`src/rtl/uart_rx_edge_sampler_pkg.sv`:
```
// Shared constants and helpers for the UART RX path: counter widths, frame
// bit indices and the 3-input majority vote.
package uart_rx_pkg;

  localparam int EDGE_W_DEF    = 3;
  localparam int BIT_W_DEF     = 4;
  localparam int SMP_MID_DEF   = 4;
  localparam int LAST_EDGE     = (1 << EDGE_W_DEF) - 1;

  localparam int BIT_START     = 0;
  localparam int BIT_DATA_LAST = 8;
  localparam int BIT_PARITY    = 9;

  function automatic logic maj3(input logic a, input logic b, input logic c);
    return (a & b) | (a & c) | (b & c);
  endfunction

endpackage

```
`src/rtl/uart_rx_edge_sampler_if.sv`:
```
// Bus between the RX controller (master) and the edge sampler (slave).
// rx_line is the line the sampler actually looks at, exported so the
// controller's falling-edge detect sees the same (possibly synchronized) signal.
interface uart_rx_edge_sampler_if
  import uart_rx_pkg::*;
#(
  parameter int EDGE_W = EDGE_W_DEF,
  parameter int BIT_W  = BIT_W_DEF
);

  // sample_strb is a one-cycle valid pulse with no ready: the consumer must
  // take sampled_bit in that cycle or later within the same bit period.
  logic              rx_in;
  logic              enable;
  logic              dat_samp_en;
  logic [EDGE_W-1:0] edge_cnt;
  logic [BIT_W-1:0]  bit_cnt;
  logic              sampled_bit;
  logic              sample_strb;
  logic              rx_line;

  modport master (
    output rx_in, enable, dat_samp_en,
    input  edge_cnt, bit_cnt, sampled_bit, sample_strb, rx_line
  );

  modport slave (
    input  rx_in, enable, dat_samp_en,
    output edge_cnt, bit_cnt, sampled_bit, sample_strb, rx_line
  );

endinterface

```
`src/rtl/uart_rx_sync2.sv`:
```
// Two-flop synchronizer with a configurable reset value.
module uart_rx_sync2 #(
  parameter logic RST_VAL = 1'b1
) (
  input  logic clk,
  input  logic rst,
  input  logic i_d,
  output logic o_q
);

  logic r_meta;
  logic r_sync;

  always_ff @(posedge clk) begin
    if (rst) begin
      r_meta <= RST_VAL;
      r_sync <= RST_VAL;
    end else begin
      r_meta <= i_d;
      r_sync <= r_meta;
    end
  end

  assign o_q = r_sync;

endmodule

```
`src/rtl/uart_rx_edge_sampler.sv`:
```
// UART RX edge/bit counter and 3-sample majority sampler around the bit centre.
// Optional macro UART_RX_SYNC_EN inserts a 2-flop synchronizer on rx_in.
module uart_rx_edge_sampler
  import uart_rx_pkg::*;
#(
  parameter int EDGE_W  = EDGE_W_DEF,
  parameter int BIT_W   = BIT_W_DEF,
  parameter int SMP_MID = SMP_MID_DEF
) (
  input  logic                    clk,
  input  logic                    rst,
  uart_rx_edge_sampler_if.slave   bus
);

  localparam logic [EDGE_W-1:0] EDGE_LAST = EDGE_W'((1 << EDGE_W) - 1);
  localparam logic [EDGE_W-1:0] EDGE_S0   = EDGE_W'(SMP_MID - 1);
  localparam logic [EDGE_W-1:0] EDGE_S1   = EDGE_W'(SMP_MID);
  localparam logic [EDGE_W-1:0] EDGE_VOTE = EDGE_W'(SMP_MID + 1);
  localparam logic [BIT_W-1:0]  BIT_SAT   = BIT_W'((1 << BIT_W) - 1);
  localparam logic [BIT_W-1:0]  BIT_FIRST = BIT_W'(BIT_START);

  // The frame needs start + data + parity + stop indices, and the vote must
  // finish with room for the strobe before the last edge.
  if ((1 << BIT_W) - 1 < BIT_PARITY + 1 || BIT_DATA_LAST + 1 != BIT_PARITY ||
      SMP_MID < 1 || SMP_MID > (1 << EDGE_W) - 4) begin : g_bad_cfg
    $error("uart_rx_edge_sampler: illegal BIT_W/EDGE_W/SMP_MID");
  end

  logic w_line;

`ifdef UART_RX_SYNC_EN
  uart_rx_sync2 #(.RST_VAL(1'b1)) u_sync (
    .clk (clk),
    .rst (rst),
    .i_d (bus.rx_in),
    .o_q (w_line)
  );
`else
  assign w_line = bus.rx_in;
`endif

  logic [EDGE_W-1:0] r_edge_cnt;
  logic [BIT_W-1:0]  r_bit_cnt;
  logic              r_s0;
  logic              r_s1;
  logic              r_sampled_bit;
  logic              r_sample_strb;

  logic w_last_edge;
  logic w_at_s0;
  logic w_at_s1;
  logic w_at_vote;

  assign w_last_edge = (r_edge_cnt == EDGE_LAST);
  assign w_at_s0     = bus.dat_samp_en && (r_edge_cnt == EDGE_S0);
  assign w_at_s1     = bus.dat_samp_en && (r_edge_cnt == EDGE_S1);
  assign w_at_vote   = bus.dat_samp_en && (r_edge_cnt == EDGE_VOTE);

  always_ff @(posedge clk) begin
    if (rst) begin
      r_edge_cnt    <= '0;
      r_bit_cnt     <= BIT_FIRST;
      r_s0          <= 1'b1;
      r_s1          <= 1'b1;
      r_sampled_bit <= 1'b1;
      r_sample_strb <= 1'b0;
    end else begin
      r_sample_strb <= 1'b0;
      if (!bus.enable) begin
        // Abort or idle: counters clear and any half-taken samples are dropped.
        r_edge_cnt <= '0;
        r_bit_cnt  <= BIT_FIRST;
        r_s0       <= 1'b1;
        r_s1       <= 1'b1;
      end else begin
        r_edge_cnt <= r_edge_cnt + 1'b1;
        if (w_last_edge && (r_bit_cnt != BIT_SAT)) begin
          r_bit_cnt <= r_bit_cnt + 1'b1;
        end
        if (w_at_s0) begin
          r_s0 <= w_line;
        end
        if (w_at_s1) begin
          r_s1 <= w_line;
        end
        if (w_at_vote) begin
          r_sampled_bit <= maj3(r_s0, r_s1, w_line);
          r_sample_strb <= 1'b1;
        end
      end
    end
  end

  assign bus.edge_cnt    = r_edge_cnt;
  assign bus.bit_cnt     = r_bit_cnt;
  assign bus.sampled_bit = r_sampled_bit;
  assign bus.sample_strb = r_sample_strb;
  assign bus.rx_line     = w_line;

endmodule

```
`src/flat_wrapper.sv`:
```
// flat-port wrapper written by rule: the top's interface ports become plain ports
module uart_rx_edge_sampler_flat import uart_rx_pkg::*;
#(
  parameter int EDGE_W  = EDGE_W_DEF,
  parameter int BIT_W   = BIT_W_DEF,
  parameter int SMP_MID = SMP_MID_DEF
)
  (clk, rst, bus_rx_in, bus_enable, bus_dat_samp_en, bus_edge_cnt, bus_bit_cnt, bus_sampled_bit, bus_sample_strb, bus_rx_line);
  uart_rx_edge_sampler_if #(.EDGE_W(EDGE_W), .BIT_W(BIT_W)) bus_i ();
  input  logic clk;
  input  logic rst;
  input wire logic [$bits(bus_i.rx_in)-1:0] bus_rx_in;
  input wire logic [$bits(bus_i.enable)-1:0] bus_enable;
  input wire logic [$bits(bus_i.dat_samp_en)-1:0] bus_dat_samp_en;
  output wire logic [$bits(bus_i.edge_cnt)-1:0] bus_edge_cnt;
  output wire logic [$bits(bus_i.bit_cnt)-1:0] bus_bit_cnt;
  output wire logic [$bits(bus_i.sampled_bit)-1:0] bus_sampled_bit;
  output wire logic [$bits(bus_i.sample_strb)-1:0] bus_sample_strb;
  output wire logic [$bits(bus_i.rx_line)-1:0] bus_rx_line;
  assign bus_i.rx_in = bus_rx_in;
  assign bus_i.enable = bus_enable;
  assign bus_i.dat_samp_en = bus_dat_samp_en;
  assign bus_edge_cnt = bus_i.edge_cnt;
  assign bus_bit_cnt = bus_i.bit_cnt;
  assign bus_sampled_bit = bus_i.sampled_bit;
  assign bus_sample_strb = bus_i.sample_strb;
  assign bus_rx_line = bus_i.rx_line;
  uart_rx_edge_sampler #(.EDGE_W(EDGE_W), .BIT_W(BIT_W), .SMP_MID(SMP_MID)) u_core (.clk(clk), .rst(rst), .bus(bus_i));
endmodule
```
`config.mk`:
```
export PLATFORM = sky130hd
export DESIGN_NAME = uart_rx_edge_sampler_flat
export DESIGN_NICKNAME = d
export VERILOG_FILES = /design/src/rtl/uart_rx_edge_sampler_pkg.sv /design/src/rtl/uart_rx_edge_sampler_if.sv /design/src/rtl/uart_rx_sync2.sv /design/src/rtl/uart_rx_edge_sampler.sv /design/src/flat_wrapper.sv
export SDC_FILE = /design/constraint.sdc
export NUM_CORES = 1
export LEC_CHECK = 0
export ABC_AREA = 1
export CAP_MARGIN = 15
export CELL_PAD_IN_SITES_DETAIL_PLACEMENT = 0
export CELL_PAD_IN_SITES_GLOBAL_PLACEMENT = 1
export CORE_AREA = 4 4 45 47
export CTS_CLUSTER_DIAMETER = 150
export DETAILED_ROUTE_END_ITERATION = 8
export DIE_AREA = 0 0 49 51
export HOLD_SLACK_MARGIN = 0.05
export PLACE_DENSITY = 0.84
export SETUP_SLACK_MARGIN = 0.1
export SYNTH_ARGS = -nofsm -noshare
export SYNTH_HDL_FRONTEND = slang
export SYNTH_SLANG_ARGS = --single-unit
```
`constraint.sdc`:
```
create_clock -name clk -period 2.6 [get_ports clk]
set_input_delay 0.26 -clock clk [delete_from_list [all_inputs] [get_ports clk]]
set_output_delay 0.26 -clock clk [all_outputs]
set_load 0.02 [all_outputs]
```
Word level (Yosys, flattened, before mapping)
Index checks and enable logic that the tools add are counted.

operators by class
  add/sub/neg operators = 2
  multiply operators = 0
  divide/modulo/power cells = 0
  magnitude comparators = 0
  equality and inequality tests = 5
  shifts and indexed selects = 0
  muxes and demuxes = 1
  bitwise gates (word level) = 6
  reduce and logical (&&, ||, !) cells = 6

operators with widths
  kind                   count
  $eq A3 B3 Y1 const B   3
  $add A4 B1 Y4 const B  1
  $logic_and A1 B1 Y1    4
  $ne A4 B4 Y1 const B   1
  $add A3 B1 Y3 const B  1
  $and A1 B1 Y1          3
  $eq A3 B2 Y1 const B   1
  $or A1 B1 Y1           2
  $reduce_and A2 Y1      1
  $reduce_or A2 Y1       1
  $mux W1                1
  $not A1 Y1             1

word-level totals
  register bits after elaboration = 11
  latch bits = 0
  bits in writable memories = 0
  ROM bits = 0
  input bits = 5
  output and inout bits = 10
  logic and storage cells = 26
  memories kept = 0

Longest topological paths before layout
  word-level depth = 3
  depth in mapped cells = 7
  depth with buffers taken out = 7

Least setup slack after synthesis
Ideal clock, no wire load.

  kind = flip-flop to flip-flop
  start point = reg u_core.r_edge_cnt[0] (netlist: u_core.bus.edge_cnt[0])
  end point = reg u_core.r_bit_cnt[0] (netlist: u_core.bus.bit_cnt[0])
  setup time = 113 ps
  data arrival time = 1133 ps
  data required time = 2487 ps
  slack = 1354 ps
  cell stages (with the launch flop) = 8
  path buffers = 0
  period minus slack after synthesis = 1246 ps
  cell sequence = dfxtp_1 ha_1 ha_1 nand2_2 inv_2 nand2_2 nand2_1 nor2_1

between the ends
  word-level cells in the longest chain between the ends = 2

RTL lines
  item                    line                        RTL
  from (decl)             uart_rx_edge_sampler.sv:42  logic [EDGE_W-1:0] r_edge_cnt;
  from (signal assigned)  uart_rx_edge_sampler.sv:76  r_edge_cnt <= r_edge_cnt + 1'b1;
  $eq A3 B3 Y1            uart_rx_edge_sampler.sv:54  assign w_last_edge = (r_edge_cnt == EDGE_LAST);
  $logic_and A1 B1 Y1     uart_rx_edge_sampler.sv:77  if (w_last_edge && (r_bit_cnt != BIT_SAT)) begin
  to (signal assigned)    uart_rx_edge_sampler.sv:78  r_bit_cnt <= r_bit_cnt + 1'b1;
  to (decl)               uart_rx_edge_sampler.sv:43  logic [BIT_W-1:0] r_bit_cnt;

No other way between the ends.
A chain may end at the register's enable or synchronous reset.

Worst setup path after layout
  start point = in bus_rx_in
  end point = out bus_rx_line

RTL lines
  item         line                RTL
  from (decl)  flat_wrapper.sv:12  input wire logic [$bits(bus_i.rx_in)-1:0] bus_rx_in;
  to (decl)    flat_wrapper.sv:19  output wire logic [$bits(bus_i.rx_line)-1:0] bus_rx_line;

No word-level cell between the ends.

==> results.md <==
- Core area: 0.00165 sq mm
- Setup bufs post-CTS: 0
- Fmax: about 600 MHz
- Synth Net Count: about 80
- CTS max path bufs: 2
- Power, Total: between 300 and 400 uW
- Area Growth Syn to Fin: 34.2%
- Die footprint: 0.00250 sq mm
- Flops & latches, synth: 11
- Max-Cap Viols: 0
- H-tree levels: 1
- CP required: between 2 and 2.5 ns
- Detail Placement HPWL: between 700 and 800 um
- Die Span Y: 51 um
- Worst min path class: flop to flop
- Clock buffer count from CTS: 3
- Final Cell Area: 707 sq um
- Final worst path period share: 0.633
- Max Fanout on Critical Path: 4
- CTS clock-pin slew for the worst setup and hold paths: approximately 0.070 ns
- Hold-fix buffers, CTS: 0
- Vias per cell: 4.46
- # fillers: approximately 180
- Vias in the first global route: 430
- Avg Cell Area, Syn: 7.86 sq um
- Worst Setup End Kind: primary output
- CP Cell Sequence: clkdlybuf4s50_1 -> clkdlybuf4s50_1
- GRT Max-Usage Layer: met2
- DRT Pass-1 Iters: 2
- Worst vdd ir: between 300 and 400 uV
- Largest net degree at the start of global routing: 8
- Cell area after synthesis: ~530 sq um
- I/O pins: 15
- Power per cell area: around 450 mW/mm^2
- Placed Area: about 680 sq um
- Clock Tree Root: clkbuf_4
- Slew at the pin closest to its max-slew limit: approximately 0.22 ns
- Ant diodes: 0
- Iteration-0 DRC Markers: 2
- Global-route wire length before repair: 1760 um
- DRC violations left: 0
- Critical Path Max Stage Delay: approximately 0.62 ns
- Routing usage on met3: 0.0437
- CP Launch Type: input port
- Final count of pins violating max slew: 0
- CP most frequent cell: clkdlybuf4s50_1
- Met2 Use GR: 0.148
- RSZ-0062 raised after global routing: false
- Run status: finished clean
- Crit path max-delay family: buffers and inverters
- Setup violators final: 0
- Vias: 450
- Ys Warns: 0
- Fin nets: 96
- Crit path DAT: 1.39 ns
- Synth unique cells: 16
- Post-DR wirelength/cell: between 9 and 10 um
- CTS tree: built
- Register area share after synthesis: 0.418
- Post-Route WL: 982 um
- Post-route ant nets: 0
- Die X: a little under 50 um
- Total grt overflow: 0
- Rows: 15
- Dpl ws: 0.946 ns
- Final Wtd Congestion: ~0.77
- Slowest library cell on the worst path: clkdlybuf4s50_1
- Setup ws final: roughly 0.95 ns
- Post-cts resize count: 0
- Setup CP Type: input port to primary output
- Final setup TNS: 0 ns
- GRT Util Overall: 0.0882
- Worst slew margin: 0.850
- Worst path buffer plus inverter count: 2
- Min Tclk post-route: 1.65 ns
- Initial antenna violation count: 0
- Initial Utilization: 0.319
- Pleak: approximately 0.28 nW
- Share of layout cells above drive strength 1: 0.107
- TritonCTS Sinks: 11
- Met1 Use GR: 0.103
- Worst hold margin: 0.486 ns
- Clock Skew: 0.00840 ns
- Post-Syn Instances: 67
- Clk Latency, worst-skew pair: around 0.27 ns
- Final hold violation count: 0
- I/O Buffers: 14
[final timing paths]
| check | from | to | slack (ns) | depth (start not counted) |
|---|---|---|---|---|
| hold reg to reg | u_core.bus.edge_cnt[0]$_SDFF_PP0_ | u_core.bus.edge_cnt[0]$_SDFF_PP0_ | 0.49 | 1 |
| setup / recovery | bus_rx_in | bus_rx_line | 0.95 | 2 |
| hold / removal | u_core.bus.edge_cnt[0]$_SDFF_PP0_ | u_core.bus.edge_cnt[0]$_SDFF_PP0_ | 0.49 | 1 |
| setup reg to reg | u_core.bus.edge_cnt[0]$_SDFF_PP0_ | u_core.bus.bit_cnt[1]$_SDFFE_PP0P_ | 1.42 | 6 |
[registers in the layout, summed over array words and instances, names as in the netlist]
signal / count
u_core.bus.bit_cnt: 4
u_core.bus.edge_cnt: 3
u_core.bus.sample_strb: 1
u_core.bus.sampled_bit: 1
u_core.r_s0: 1
u_core.r_s1: 1
[metal layers]
metal	up-vias	part of all wire	wire length, um
met5	-	0	0
met4	0	0	0
met3	0	0.072	71
met2	13	0.47	460
met1	194	0.46	449
li1	243	-	-
[cell families (layout without fill, tap and decap cells)]
kind of cell / after synthesis / count (layout) / share of synthesized area
buffers and inverters: 10 / 27 / 0.0784
and+or+nand+nor: 31 / 31 / 0.268
AOI/OAI and AO/OA: 8 / 8 / 0.0760
adders and majority gates: 6 / 6 / 0.143
DFF: 11 / 11 / 0.418
xor gates and xnor gates: 1 / 1 / 0.0166
[layout by cell type, fill, tap and decap left out, drive strengths merged]
master and n:
ha 6, nand3 4, clkbuf 4, nand4 1
xor2 1, inv 9, nand2 11, a21oi 3
clkdlybuf4s50 14, nor2 15, o21ai 5, dfxtp 11
[cells in the mapped netlist]
cell type  instances  area (sq um)
nor2_4             1          11.3
o21ai_0            4          20.0
nand3_1            3          15.0
inv_2              2          7.51
buf_4              1          7.51
nor2_1            14          52.6
dfxtp_1           11           220
o21ai_1            1          5.00
a21oi_1            3          15.0
nand4_1            1          6.26
ha_1               6          75.1
inv_1              7          26.3
nand2_2            2          12.5
nand3_2            1          10.0
nand2_1            9          33.8
xor2_1             1          8.76
[stage by stage]
stage	utilization	std cells
finish	0.428	101
global route	0.428	101
CTS	0.428	101
detailed placement	0.412	97
global placement	0.412	97
floorplan	-	67
[area by class of cell]
type	instances	area [sq um]	area share
tap	17	21.3	0.0301
timing repair buffer	14	140	0.198
sequential	11	220	0.312
clock buffer	4	26.3	0.0372
inverter	9	33.8	0.0478
multi-input combinational	46	265	0.375
[power by group]
| group | switching, mW | internal (mW) | leakage [nW] |
|---|---|---|---|
| clock | 0.0593 | 0.0594 | 0.0150 |
| sequential | 0.00175 | 0.170 | 0.0890 |
| combinational | 0.0128 | 0.0126 | 0.177 |
| total | 0.0739 | 0.242 | 0.281 |
(Power assumes the default switching activity.)
